`src/rtl/pbus_bridge_gen2_pkg.sv`:
```
// Shared types and constants for the peripheral bus bridge.
package bridge_pkg;
    localparam int          MAX_SLOT     = 6;
    localparam logic [3:0]  CTRL_MASK    = 4'h0;
    localparam logic [3:0]  CTRL_PEND    = 4'h4;
    localparam logic [3:0]  CTRL_ERRADDR = 4'h8;
    localparam logic [3:0]  CTRL_ERRCNT  = 4'hC;
    localparam logic [31:0] ERR_DATA     = 32'hFFFF_FFFF;

    typedef enum logic [1:0] {S_IDLE, S_WAIT, S_DONE} state_t;
endpackage

```
`src/rtl/pbus_bridge_gen2_if.sv`:
```
// CPU-side request/response and slave-side select/ack signals of the bridge.
interface pbus_bridge_gen2_if #(parameter int N_SLOT = 6);
    logic                  PrReq;
    logic                  PrWe;
    logic [31:0]           PrAddr;
    logic [31:0]           PrWD;
    logic [31:0]           PrRD;
    logic                  PrReady;
    logic                  PrErr;
    logic                  PrBusy;
    logic [N_SLOT-1:0]     dev_sel;
    logic                  dev_we;
    logic [7:0]            dev_addr;
    logic [31:0]           dev_wd;
    logic [N_SLOT*32-1:0]  dev_rd;
    logic [N_SLOT-1:0]     dev_ack;

    modport slave (
        input  PrReq, PrWe, PrAddr, PrWD, dev_rd, dev_ack,
        output PrRD, PrReady, PrErr, PrBusy, dev_sel, dev_we, dev_addr, dev_wd
    );
    modport master (
        output PrReq, PrWe, PrAddr, PrWD, dev_rd, dev_ack,
        input  PrRD, PrReady, PrErr, PrBusy, dev_sel, dev_we, dev_addr, dev_wd
    );
endinterface

```
`src/rtl/pbus_bridge_gen2_irq.sv`:
```
// Interrupt aggregation: input register, edge detect, pending/mask and HWInt register.
module bridge_irq_ctrl
    import bridge_pkg::*;
#(
    parameter int         N_SLOT     = 6,
    parameter logic [5:0] EDGE_MASK  = 6'b000011,
    parameter logic [5:0] MASK_RESET = 6'b111111
) (
    input  logic              clk,
    input  logic              reset,
    input  logic [N_SLOT-1:0] irq,
    input  logic              mask_we,
    input  logic              pend_we,
    input  logic [5:0]        wdata,
    output logic [5:0]        mask,
    output logic [5:0]        pend,
    output logic [5:0]        hw_int
);
    localparam logic [5:0] SLOT_BITS = 6'((7'd1 << N_SLOT) - 7'd1);
    localparam logic [5:0] EDGE      = EDGE_MASK & SLOT_BITS;
    localparam logic [5:0] LEVEL     = ~EDGE_MASK & SLOT_BITS;

    logic [MAX_SLOT-1:0] irq_ext, irq_q, irq_prev, pend_edge, clr;

    always_comb begin
        irq_ext = '0;
        irq_ext[N_SLOT-1:0] = irq;
    end

    assign clr  = pend_we ? wdata : 6'd0;
    assign pend = (pend_edge & EDGE) | (irq_q & LEVEL);

    // A new rising edge is OR'd in after the clear, so set beats W1C.
    always_ff @(posedge clk) begin
        if (reset) begin
            irq_q     <= '0;
            irq_prev  <= '0;
            pend_edge <= '0;
            mask      <= MASK_RESET;
            hw_int    <= '0;
        end else begin
            irq_q     <= irq_ext;
            irq_prev  <= irq_q;
            pend_edge <= ((pend_edge & ~clr) | (irq_q & ~irq_prev)) & EDGE;
            if (mask_we)
                mask <= wdata;
            hw_int    <= pend & mask & SLOT_BITS;
        end
    end
endmodule

```
`src/rtl/pbus_bridge_gen2.sv`:
```
// CPU-to-peripheral bridge: address decode, request/ack FSM with timeout, error log.
module pbus_bridge_gen2
    import bridge_pkg::*;
#(
    parameter int                   N_SLOT     = 6,
    parameter logic [N_SLOT*32-1:0] BASE_TABLE = {32'h7F40, 32'h7F38, 32'h7F34,
                                                  32'h7F2C, 32'h7F10, 32'h7F00},
    parameter logic [N_SLOT*32-1:0] SIZE_TABLE = {32'h4, 32'h8, 32'h4,
                                                  32'h8, 32'h1C, 32'hC},
    parameter logic [31:0]          CTRL_BASE  = 32'h0000_7F80,
    parameter int                   TIMEOUT    = 16,
    parameter logic [5:0]           EDGE_MASK  = 6'b000011,
    parameter logic [5:0]           MASK_RESET = 6'b111111
) (
    input  logic              clk,
    input  logic              reset,
    pbus_bridge_gen2_if.slave bus,
    input  logic [N_SLOT-1:0] dev_irq,
    output logic [5:0]        HWInt
);
    localparam int IW = (N_SLOT > 1) ? $clog2(N_SLOT) : 1;
    localparam int TW = $clog2(TIMEOUT);

    state_t          state;
    logic [IW-1:0]   slot_idx, cur;
    logic [TW-1:0]   tcnt;
    logic [7:0]      slot_off;
    logic [31:0]     ctrl_rdata, req_addr, err_addr;
    logic [15:0]     err_cnt, err_cnt_nx;
    logic [5:0]      mask, pend;
    logic            ctrl_hit, slot_hit, req, mask_we, pend_we;

    function automatic logic in_slot(input int i, input logic [31:0] a);
        logic [32:0] lo, hi;
        lo = {1'b0, BASE_TABLE[i*32 +: 32]};
        hi = lo + {1'b0, SIZE_TABLE[i*32 +: 32]};
        return ({1'b0, a} >= lo) && ({1'b0, a} < hi);
    endfunction

    // Walk slots from the top so the lowest matching index wins.
    always_comb begin
        ctrl_hit = (bus.PrAddr[31:4] == CTRL_BASE[31:4]);
        slot_hit = 1'b0;
        slot_idx = '0;
        slot_off = '0;
        for (int i = N_SLOT - 1; i >= 0; i--) begin
            if (in_slot(i, bus.PrAddr)) begin
                slot_hit = 1'b1;
                slot_idx = IW'(i);
                slot_off = 8'(bus.PrAddr - BASE_TABLE[i*32 +: 32]);
            end
        end
    end

    always_comb begin
        case ({bus.PrAddr[3:2], 2'b00})
            CTRL_MASK:    ctrl_rdata = {26'd0, mask};
            CTRL_PEND:    ctrl_rdata = {26'd0, pend};
            CTRL_ERRADDR: ctrl_rdata = err_addr;
            default:      ctrl_rdata = {16'd0, err_cnt};
        endcase
    end

    assign req        = bus.PrReq && (state == S_IDLE);
    assign mask_we    = req && ctrl_hit && bus.PrWe && (bus.PrAddr[3:2] == CTRL_MASK[3:2]);
    assign pend_we    = req && ctrl_hit && bus.PrWe && (bus.PrAddr[3:2] == CTRL_PEND[3:2]);
    assign err_cnt_nx = (err_cnt == 16'hFFFF) ? err_cnt : err_cnt + 16'd1;
    assign bus.PrBusy = (state != S_IDLE);

    bridge_irq_ctrl #(
        .N_SLOT(N_SLOT), .EDGE_MASK(EDGE_MASK), .MASK_RESET(MASK_RESET)
    ) u_irq (
        .clk(clk), .reset(reset), .irq(dev_irq), .mask_we(mask_we), .pend_we(pend_we),
        .wdata(bus.PrWD[5:0]), .mask(mask), .pend(pend), .hw_int(HWInt)
    );

    always_ff @(posedge clk) begin
        if (reset) begin
            state        <= S_IDLE;
            cur          <= '0;
            tcnt         <= '0;
            req_addr     <= '0;
            err_addr     <= '0;
            err_cnt      <= '0;
            bus.PrRD     <= '0;
            bus.PrReady  <= 1'b0;
            bus.PrErr    <= 1'b0;
            bus.dev_sel  <= '0;
            bus.dev_we   <= 1'b0;
            bus.dev_addr <= '0;
            bus.dev_wd   <= '0;
        end else begin
            case (state)
                S_IDLE: begin
                    bus.PrReady <= 1'b0;
                    bus.PrErr   <= 1'b0;
                    if (bus.PrReq) begin
                        req_addr <= bus.PrAddr;
                        if (ctrl_hit) begin
                            bus.PrRD    <= ctrl_rdata;
                            bus.PrReady <= 1'b1;
                            state       <= S_DONE;
                        end else if (slot_hit) begin
                            cur          <= slot_idx;
                            tcnt         <= '0;
                            bus.dev_sel  <= N_SLOT'(1) << slot_idx;
                            bus.dev_we   <= bus.PrWe;
                            bus.dev_addr <= slot_off;
                            bus.dev_wd   <= bus.PrWD;
                            state        <= S_WAIT;
                        end else begin
                            bus.PrRD    <= ERR_DATA;
                            bus.PrReady <= 1'b1;
                            bus.PrErr   <= 1'b1;
                            err_addr    <= bus.PrAddr;
                            err_cnt     <= err_cnt_nx;
                            state       <= S_DONE;
                        end
                    end
                end
                S_WAIT: begin
                    // Ack is checked before the timeout so a last-cycle ack still completes.
                    if (bus.dev_ack[cur]) begin
                        bus.PrRD    <= bus.dev_rd[32*cur +: 32];
                        bus.PrReady <= 1'b1;
                        bus.dev_sel <= '0;
                        bus.dev_we  <= 1'b0;
                        state       <= S_DONE;
                    end else if (tcnt == TW'(TIMEOUT - 1)) begin
                        bus.PrRD    <= ERR_DATA;
                        bus.PrReady <= 1'b1;
                        bus.PrErr   <= 1'b1;
                        bus.dev_sel <= '0;
                        bus.dev_we  <= 1'b0;
                        err_addr    <= req_addr;
                        err_cnt     <= err_cnt_nx;
                        state       <= S_DONE;
                    end else begin
                        tcnt <= tcnt + TW'(1);
                    end
                end
                default: begin
                    bus.PrReady <= 1'b0;
                    bus.PrErr   <= 1'b0;
                    state       <= S_IDLE;
                end
            endcase
        end
    end
endmodule

```
`src/flat_wrapper.sv`:
```
// flat-port wrapper written by rule: the top's interface ports become plain ports
module pbus_bridge_gen2_flat import bridge_pkg::*;
#(
    parameter int                   N_SLOT     = 6,
    parameter logic [N_SLOT*32-1:0] BASE_TABLE = {32'h7F40, 32'h7F38, 32'h7F34,
                                                  32'h7F2C, 32'h7F10, 32'h7F00},
    parameter logic [N_SLOT*32-1:0] SIZE_TABLE = {32'h4, 32'h8, 32'h4,
                                                  32'h8, 32'h1C, 32'hC},
    parameter logic [31:0]          CTRL_BASE  = 32'h0000_7F80,
    parameter int                   TIMEOUT    = 16,
    parameter logic [5:0]           EDGE_MASK  = 6'b000011,
    parameter logic [5:0]           MASK_RESET = 6'b111111
)
  (clk, reset, dev_irq, HWInt, bus_PrReq, bus_PrWe, bus_PrAddr, bus_PrWD, bus_dev_rd, bus_dev_ack, bus_PrRD, bus_PrReady, bus_PrErr, bus_PrBusy, bus_dev_sel, bus_dev_we, bus_dev_addr, bus_dev_wd);
  pbus_bridge_gen2_if #(.N_SLOT(N_SLOT)) bus_i ();
  input  logic clk;
  input  logic reset;
  input  logic [N_SLOT-1:0] dev_irq;
  output logic [5:0] HWInt;
  input wire logic [$bits(bus_i.PrReq)-1:0] bus_PrReq;
  input wire logic [$bits(bus_i.PrWe)-1:0] bus_PrWe;
  input wire logic [$bits(bus_i.PrAddr)-1:0] bus_PrAddr;
  input wire logic [$bits(bus_i.PrWD)-1:0] bus_PrWD;
  input wire logic [$bits(bus_i.dev_rd)-1:0] bus_dev_rd;
  input wire logic [$bits(bus_i.dev_ack)-1:0] bus_dev_ack;
  output wire logic [$bits(bus_i.PrRD)-1:0] bus_PrRD;
  output wire logic [$bits(bus_i.PrReady)-1:0] bus_PrReady;
  output wire logic [$bits(bus_i.PrErr)-1:0] bus_PrErr;
  output wire logic [$bits(bus_i.PrBusy)-1:0] bus_PrBusy;
  output wire logic [$bits(bus_i.dev_sel)-1:0] bus_dev_sel;
  output wire logic [$bits(bus_i.dev_we)-1:0] bus_dev_we;
  output wire logic [$bits(bus_i.dev_addr)-1:0] bus_dev_addr;
  output wire logic [$bits(bus_i.dev_wd)-1:0] bus_dev_wd;
  assign bus_i.PrReq = bus_PrReq;
  assign bus_i.PrWe = bus_PrWe;
  assign bus_i.PrAddr = bus_PrAddr;
  assign bus_i.PrWD = bus_PrWD;
  assign bus_i.dev_rd = bus_dev_rd;
  assign bus_i.dev_ack = bus_dev_ack;
  assign bus_PrRD = bus_i.PrRD;
  assign bus_PrReady = bus_i.PrReady;
  assign bus_PrErr = bus_i.PrErr;
  assign bus_PrBusy = bus_i.PrBusy;
  assign bus_dev_sel = bus_i.dev_sel;
  assign bus_dev_we = bus_i.dev_we;
  assign bus_dev_addr = bus_i.dev_addr;
  assign bus_dev_wd = bus_i.dev_wd;
  pbus_bridge_gen2 #(.N_SLOT(N_SLOT), .BASE_TABLE(BASE_TABLE), .SIZE_TABLE(SIZE_TABLE), .CTRL_BASE(CTRL_BASE), .TIMEOUT(TIMEOUT), .EDGE_MASK(EDGE_MASK), .MASK_RESET(MASK_RESET)) u_core (.clk(clk), .reset(reset), .bus(bus_i), .dev_irq(dev_irq), .HWInt(HWInt));
endmodule
```
`config.mk`:
```
export PLATFORM = sky130hd
export DESIGN_NAME = pbus_bridge_gen2_flat
export DESIGN_NICKNAME = d
export VERILOG_FILES = /design/src/rtl/pbus_bridge_gen2_pkg.sv /design/src/rtl/pbus_bridge_gen2_if.sv /design/src/rtl/pbus_bridge_gen2_irq.sv /design/src/rtl/pbus_bridge_gen2.sv /design/src/flat_wrapper.sv
export SDC_FILE = /design/constraint.sdc
export NUM_CORES = 1
export LEC_CHECK = 0
export BUFFER_PORTS_ARGS = -buffer_cell sky130_fd_sc_hd__buf_2
export CAP_MARGIN = 20
export CORE_MARGIN = 1
export CORE_UTILIZATION = 55
export DETAILED_ROUTE_END_ITERATION = 10
export PLACE_DENSITY_LB_ADDON = 0.1
export SLEW_MARGIN = 5
export SYNTH_ARGS = -nofsm -noshare
export SYNTH_HDL_FRONTEND = slang
export SYNTH_SLANG_ARGS = --single-unit
```
`constraint.sdc`:
```
create_clock -name clk -period 4.65 [get_ports clk]
set_clock_uncertainty 0.05 [all_clocks]
set_input_delay 0.465 -clock clk [delete_from_list [all_inputs] [get_ports clk]]
set_output_delay 0.465 -clock clk [all_outputs]
set_load 0.02 [all_outputs]
```
==> results of run 1 <==
==> cell families after synthesis <==
kind of cell / synth area share [%]
compound gates: 19.5
xor+xnor: 0.503
fa+ha+maj: 2.15
buf+inv: 5.28
flops: 36.8
mux: 17.9
simple gates: 17.9
==> worst max-delay path: stages <==
cell and delay [ns]:
buf_2 0.18, inv_1 0.20, ha_1 0.33, nand3_1 0.13, a211oi_1 0.46, a2111o_1 0.41, o2111ai_4 0.38, a21oi_4 0.58
buf_12 0.29, nor2_1 0.06, a211oi_1 0.23
==> area by class of cell <==
class | instances | area [um2]
flip-flops and latches | 192 | 3850
multi-input cells | 877 | 6080
fillers | 1569 | 5730
clock inverters | 14 | 190
repair buffers | 374 | 1940
diodes | 7 | 17.5
inverters | 29 | 109
well taps | 234 | 293
clock buffers | 18 | 429
==> cell usage after synthesis, types with 15 or more instances <==
cell type / n / area, um2
clkbuf_1: 72 / 270
nand2_1: 193 / 724
a211oi_1: 40 / 300
a21oi_1: 119 / 596
dfxtp_1: 192 / 3840
o21ai_0: 26 / 130
inv_1: 29 / 109
mux2i_1: 67 / 671
mux4_2: 33 / 743
a221oi_1: 33 / 289
nor2b_1: 22 / 138
nor2_1: 115 / 432
nand3_1: 15 / 75.1
mux2_2: 41 / 462
ha_1: 18 / 225
==> cell usage in the layout (no fill, tap or decap), types with 6 or more instances in the layout <==
| master | count |
|---|---|
| a22oi_1 | 12 |
| a221oi_1 | 33 |
| nand3_1 | 15 |
| a211oi_1 | 40 |
| nand4_1 | 12 |
| nor4_1 | 9 |
| buf_2 | 358 |
| or3_1 | 7 |
| nor3_1 | 9 |
| nand2_1 | 193 |
| nor2_1 | 115 |
| ha_1 | 18 |
| o21ai_0 | 26 |
| inv_1 | 29 |
| nor2b_1 | 20 |
| mux4_2 | 33 |
| mux2i_1 | 67 |
| a21oi_1 | 119 |
| buf_4 | 13 |
| clkbuf_16 | 17 |
| mux2_2 | 41 |
| a211o_1 | 7 |
| dfxtp_1 | 190 |
| diode_2 | 7 |
| and4_1 | 6 |
| a222oi_1 | 6 |
==> metal layers <==
layer  track usage, %  routed length, um
met1             43.6              14300
met2             53.3              15600
met3             9.02               2870
met4             15.7               1210
met5                0                  0
==> power by group <==
part | leakage, nW | switching, mW | internal [mW]
logic | 3.75 | 0.285 | 0.219
clock network | 0.304 | 0.714 | 0.827
registers | 1.58 | 0.0427 | 1.71
total | 5.63 | 1.04 | 2.76
==> registers in the layout, indices dropped and copies added (netlist names), 6 cells and up <==
| name | flops |
|---|---|
| u_core.err_cnt | 16 |
| u_core.bus.dev_wd | 32 |
| u_core.u_irq.hw_int | 6 |
| u_core.req_addr | 32 |
| u_core.bus.dev_addr | 8 |
| u_core.err_addr | 32 |
| u_core.u_irq.irq_q | 6 |
| u_core.bus.dev_sel | 6 |
| u_core.bus.PrRD | 32 |
| u_core.u_irq.mask | 6 |
==> path summary, 6_finish.rpt <==
path | from | to | cells after the start | slack, ns
worst max-delay path | bus_PrAddr[6] | u_core.err_addr[29] | 11 | 1.19
worst min-delay path | dev_irq[5] | u_core.u_irq.irq_q[5] | 2 | 0.18
worst max register to register | u_core.state[0] | u_core.err_addr[29] | 9 | 1.24
worst min register to register | u_core.bus.dev_wd[5] | u_core.bus.dev_wd[5] | 2 | 0.40
==> stage by stage <==
stage / util, % / setup slack, ns / cell area [um2] / instances
3_3_place_gp: 65.8 / 0.880 / 12300 / 1706
5_1_grt: 69.2 / 0.944 / 12900 / 1744
4_1_cts: 69.2 / 1.24 / 12900 / 1738
3_5_place_dp: 65.8 / 0.779 / 12300 / 1706
6_report: 69.3 / 1.19 / 12900 / 1745
2_1_floorplan: - / 1.45 / 10500 / 1196
==> results.sh, run 1 <==
export IMPL_outcome="finished clean"
export IMPL_die_w_um=140
export IMPL_synth_cell_types=73
export IMPL_period_share_pct=74.4
export IMPL_via_per_inst=5.92
export IMPL_hold_viol_final=0
export IMPL_irDropWorstVdd_mv=0.252
export IMPL_track_usage_pct=34.0
export IMPL_setup_violations=0
export IMPL_maxCapViolations=0
export IMPL_fin_total_pwr_mw=3.80
export IMPL_post_drt_wl_per_cell_um=19.5
export IMPL_first_pass_iters=6
export IMPL_power_density_nw_per_um2=294
export IMPL_syn_to_final_growth_pct=23.5
export IMPL_nets=1781
export IMPL_ys_flop_type="dfxtp_1"
export IMPL_grt_max_degree=135
export IMPL_yosysSeqAreaShare_pct=36.8
export IMPL_clock_latency_ns=0.44
export IMPL_antenna_left=0
export IMPL_finalWirelength_um=34000
export IMPL_slew_violations=0
export IMPL_grt_overflow=0
export IMPL_ctsResizeCount=0
export IMPL_power_leakage_nw=5.63
export IMPL_ctsRootBufferMaster="clkbuf_16"
export IMPL_core_area_um2=18600
export IMPL_vias=10300
export IMPL_cts_buffers=17
export IMPL_pin_count=360
export IMPL_synth_nets=1486
export IMPL_cts_sinks=192
export IMPL_whs_ns=0.179
export IMPL_grt_setup_unrepaired="no"
export IMPL_cts_clk_slew_worst_paths_ns=0.09
export IMPL_htreeDepth=4
export IMPL_setup_tns_ns=0
export IMPL_gp_congestion=0.917
export IMPL_grt_pass1_vias=9553
export IMPL_post_cts_buffers=0
export IMPL_die_h_um=140
export IMPL_worst_path_max_fanout=51
export IMPL_fin_crit_ns=3.46
export IMPL_antenna_found_initial=6
export IMPL_worstPathRequired_ns=4.94
export IMPL_synth_area_per_cell_um2=8.74
export IMPL_clock_fmax_mhz=289
export IMPL_synth_edff_count=0
export IMPL_cp_arrival_ns=3.75
export IMPL_cts_tree="built"
export IMPL_drc=0
export IMPL_postSynthCellCount=1196
export IMPL_ys_ff_latch=192
export IMPL_cts_buffer_depth=2
export IMPL_hold_class="primary input to register"
export IMPL_ctsHoldBuffers=0
export IMPL_async_flop_share_pct=0
export IMPL_dieArea_um2=19600
export IMPL_slew_headroom_pct=33.5
export IMPL_syn_area_um2=10500
export IMPL_initial_core_util_pct=56.1
export IMPL_tightestPinTransition_ns=0.997
export IMPL_row_count=50
export IMPL_crit_type="primary input to register"
export IMPL_port_buffers=359
export IMPL_place_hpwl_um=25600
export IMPL_crit_path_start_kind="primary input"
export IMPL_ys_warnings_count=0
export IMPL_grt_pass1_wl_um=51700
export IMPL_drt_initial_drc_count=884
export IMPL_final_layout_size_suffix_gt1_share_pct=33.1
export IMPL_cp_end_kind="register"
No activity file was read; power rests on OpenSTA's default activity.
==> run 2: changes to the inputs <==
Settings changed: ABC_AREA from default to 1, CORE_ASPECT_RATIO from default to 1.2, CORE_UTILIZATION 55 to 47.
Clock period 4.65 ns to 2.83 ns, I/O delays scaled along.
==> results.sh, run 2 <==
export IMPL_post_cts_buffers=0
export IMPL_max_stage_delay_ns=0.50
export IMPL_p_comb_share_pct=17.0
export IMPL_htreeDepth=4
export IMPL_power_frac_seq_pct=44.9
export IMPL_period_share_pct=85.3
export IMPL_grt_overflow=0
export IMPL_cts_sinks=192
export IMPL_power_leakage_nw=6.50
export IMPL_p_clk_share_pct=38.1
export IMPL_nets=2238
export IMPL_cp_end_kind="register"
export IMPL_endpoint="u_core.err_cnt[0]"
export IMPL_maxCapViolations=0
export IMPL_slowest_stage="dfxtp_2"
export IMPL_ys_top_cells_by_count="260 x nand2_1, 254 x nor2_1, 238 x o21ai_0"
export IMPL_row_count=60
export IMPL_cts_tree="built"
export IMPL_core_area_um2=22600
export IMPL_critical_path_startpoint="u_core.cur[0]"
export IMPL_antenna_found_initial=11
export IMPL_final_layout_size_suffix_gt1_share_pct=26.2
export IMPL_fin_crit_ns=2.41
export IMPL_syn_to_final_growth_pct=26.8
export IMPL_synth_top_area_share_pct=35.1
export IMPL_crit_type="register to register"
export IMPL_antenna_left=0
export IMPL_via_per_inst=5.47
export IMPL_whs_ns=0.00501
export IMPL_p_sw_mw=2.06
export IMPL_post_synth_top_area_cell="dfxtp_1"
export IMPL_synth_cell_types=50
export IMPL_power_density_nw_per_um2=474
export IMPL_reg2reg_depth=10
export IMPL_nFillCells=2228
export IMPL_path_depth=10
export IMPL_synth_most_common_cell="nand2_1"
export IMPL_slew_headroom_pct=58.8
export IMPL_ys_flop_type="dfxtp_1"
export IMPL_track_usage_pct=33.5
export IMPL_outcome="finished clean"
export IMPL_critPathTopFamily="simple AND/OR/NAND/NOR gates"
export IMPL_die_h_um=169
export IMPL_cts_buffer_depth=2
export IMPL_post_drt_wl_per_cell_um=17.7
export IMPL_synth_nets=1904
export IMPL_mostFrequentLayoutCells="359 x buf_2, 260 x nand2_1, 251 x nor2_1"
export IMPL_grt_pass1_vias=11700
export IMPL_clock_latency_ns=0.45
export IMPL_cts_clk_slew_worst_paths_ns=0.09
export IMPL_synth_area_leaders="dfxtp_1 35%, o21ai_0 11%, nand2_1 8.9%, nor2_1 8.7%, a21oi_1 4.8%"
export IMPL_pin_count=360
export IMPL_netSwitchingFraction_pct=31.3
export IMPL_syn_area_um2=10900
export IMPL_drc=0
export IMPL_ys_ff_latch=192
export IMPL_worstReg2RegStart="u_core.cur[0]"
export IMPL_grt_max_degree=112
export IMPL_path_buf_inv=1
export IMPL_first_pass_iters=6
export IMPL_p_int_mw=4.52
export IMPL_fin_cells=2279
export IMPL_die_w_um=141
export IMPL_vias=12500
export IMPL_setup_violations=0
export IMPL_grt_setup_unrepaired="no"
export IMPL_grt_pass1_wl_um=62500
export IMPL_reg2reg_slack_ns=0.42
export IMPL_slew_violations=0
export IMPL_ctsRootBufferMaster="clkbuf_16"
export IMPL_ys_warnings_count=0
export IMPL_clock_fmax_mhz=414
export IMPL_port_buffers=359
export IMPL_cp_arrival_ns=2.69
export IMPL_crit_path_start_kind="register"
export IMPL_drt_initial_drc_count=988
export IMPL_gp_congestion=0.927
export IMPL_hold_viol_final=0
export IMPL_tightestPinTransition_ns=0.614
export IMPL_yosysSeqAreaShare_pct=35.1
export IMPL_dieArea_um2=23900
export IMPL_final_common_cell="buf_2"
export IMPL_worst_path_max_fanout=17
export IMPL_finalWirelength_um=40300
export IMPL_worstPathRequired_ns=3.11
export IMPL_async_flop_share_pct=0
export IMPL_postSynthCellCount=1614
export IMPL_reg2reg_to="u_core.err_cnt[0]"
export IMPL_dp_cells=2222
export IMPL_hold_depth=3
export IMPL_holdCritStartpoint="bus_PrWD[7]"
export IMPL_synth_edff_count=0
export IMPL_initial_core_util_pct=48.4
export IMPL_irDropWorstVdd_mv=0.403
export IMPL_cts_buffers=17
export IMPL_synth_area_per_cell_um2=6.78
export IMPL_hold_class="primary input to register"
export IMPL_path_common_cell="nand2_1"
export IMPL_crit_chain="inv_2 -> o21a_1 -> o21ai_1 -> nand2_1 -> nand2_1 -> nand2_1 -> nor2_2 -> nand3_2 -> o21ai_0 -> a21oi_1"
export IMPL_place_hpwl_um=30700
export IMPL_setup_tns_ns=0
export IMPL_fin_util_pct=61.4
## run 2: cell count changes after synthesis, moves of 41 or more
cell / delta
mux2_2: -41
mux2i_1: -65
inv_1: +76
o21ai_0: +212
nand2_1: +67
nand3_1: +54
o22ai_1: +41
nor2_1: +139
## run 2: stage by stage
| step | instance area, um2 | power (mW) | worst slack, ns |
|---|---|---|---|
| 2_1_floorplan | 10900 | 3.60 | 0.346 |
| 3_3_place_gp | 13100 | 4.09 | 0.0718 |
| 3_5_place_dp | 13100 | 4.10 | 0.0527 |
| 4_1_cts | 13900 | 6.60 | 0.450 |
| 5_1_grt | 13900 | 6.83 | 0.148 |
| 6_report | 13900 | 6.58 | 0.415 |
## run 2: logic make-up (layout without fill, tap and decap cells)
logic type | after synthesis | after routing | share of synthesized area (%)
other cells | 0 | 8 | 0
flops | 192 | 192 | 35.1
fa+ha+maj | 18 | 18 | 2.06
buf+inv | 225 | 572 | 8.36
simple gates | 669 | 669 | 26.4
xor+xnor | 23 | 23 | 1.84
mux | 2 | 2 | 0.183
compound gates | 485 | 485 | 26.0
## run 2: worst min path at each step
stage                                            to  slack (ns)
after global placement    u_core.u_irq.pend_edge[1]        0.36
after detailed placement   u_core.u_irq.irq_prev[0]        0.37
after CTS                     u_core.u_irq.irq_q[2]      0.0002
after global routing          u_core.bus.dev_wd[31]        0.01
after floorplan               u_core.u_irq.irq_q[0]        0.34
final                          u_core.bus.dev_wd[7]       0.005
## run 2: worst register-to-register path: stages, from the launching register on
cell	delay (ns)
dfxtp_2	0.50
inv_2	0.11
o21a_1	0.20
o21ai_1	0.08
nand2_1	0.16
nand2_1	0.12
nand2_1	0.13
nor2_2	0.24
nand3_2	0.37
o21ai_0	0.29
a21oi_1	0.05
## run 2: power by group through the flow
stage               clock network, mW  registers (mW)  logic (mW)
floorplan                           0            3.07       0.530
global route                     2.63            2.97        1.23
CTS                              2.53            2.95        1.11
finish                           2.51            2.95        1.12
global placement                    0            3.01        1.08
detailed placement                  0            3.01        1.09
## run 2: final cells by class
| cell class | count | area (um2) | share of cell area, % |
|---|---|---|---|
| clock inverters | 15 | 193 | 1.39 |
| well taps | 310 | 388 | 2.79 |
| inverters | 116 | 435 | 3.14 |
| repair buffers | 424 | 2380 | 17.1 |
| flip-flops and latches | 192 | 3840 | 27.7 |
| diodes | 8 | 20.0 | 0.144 |
| multi-input cells | 1197 | 6200 | 44.6 |
| clock buffers | 17 | 425 | 3.06 |
## run 2: layer usage
metal / vias to the layer above / share of wire [%] / global-route usage [%]
met4: 4 / 3.1 / 14.1
met2: 539 / 47 / 56.0
li1: 6149 / - / -
met1: 5699 / 42 / 42.9
met3: 77 / 7.1 / 4.77
met5: - / 0.057 / 0
## run 2: timing repair
item	in CTS	in global routing
hold buffers	17	0
endpoints found under the hold margin	17	0
resized for setup	0	0
setup endpoints to repair	0	0
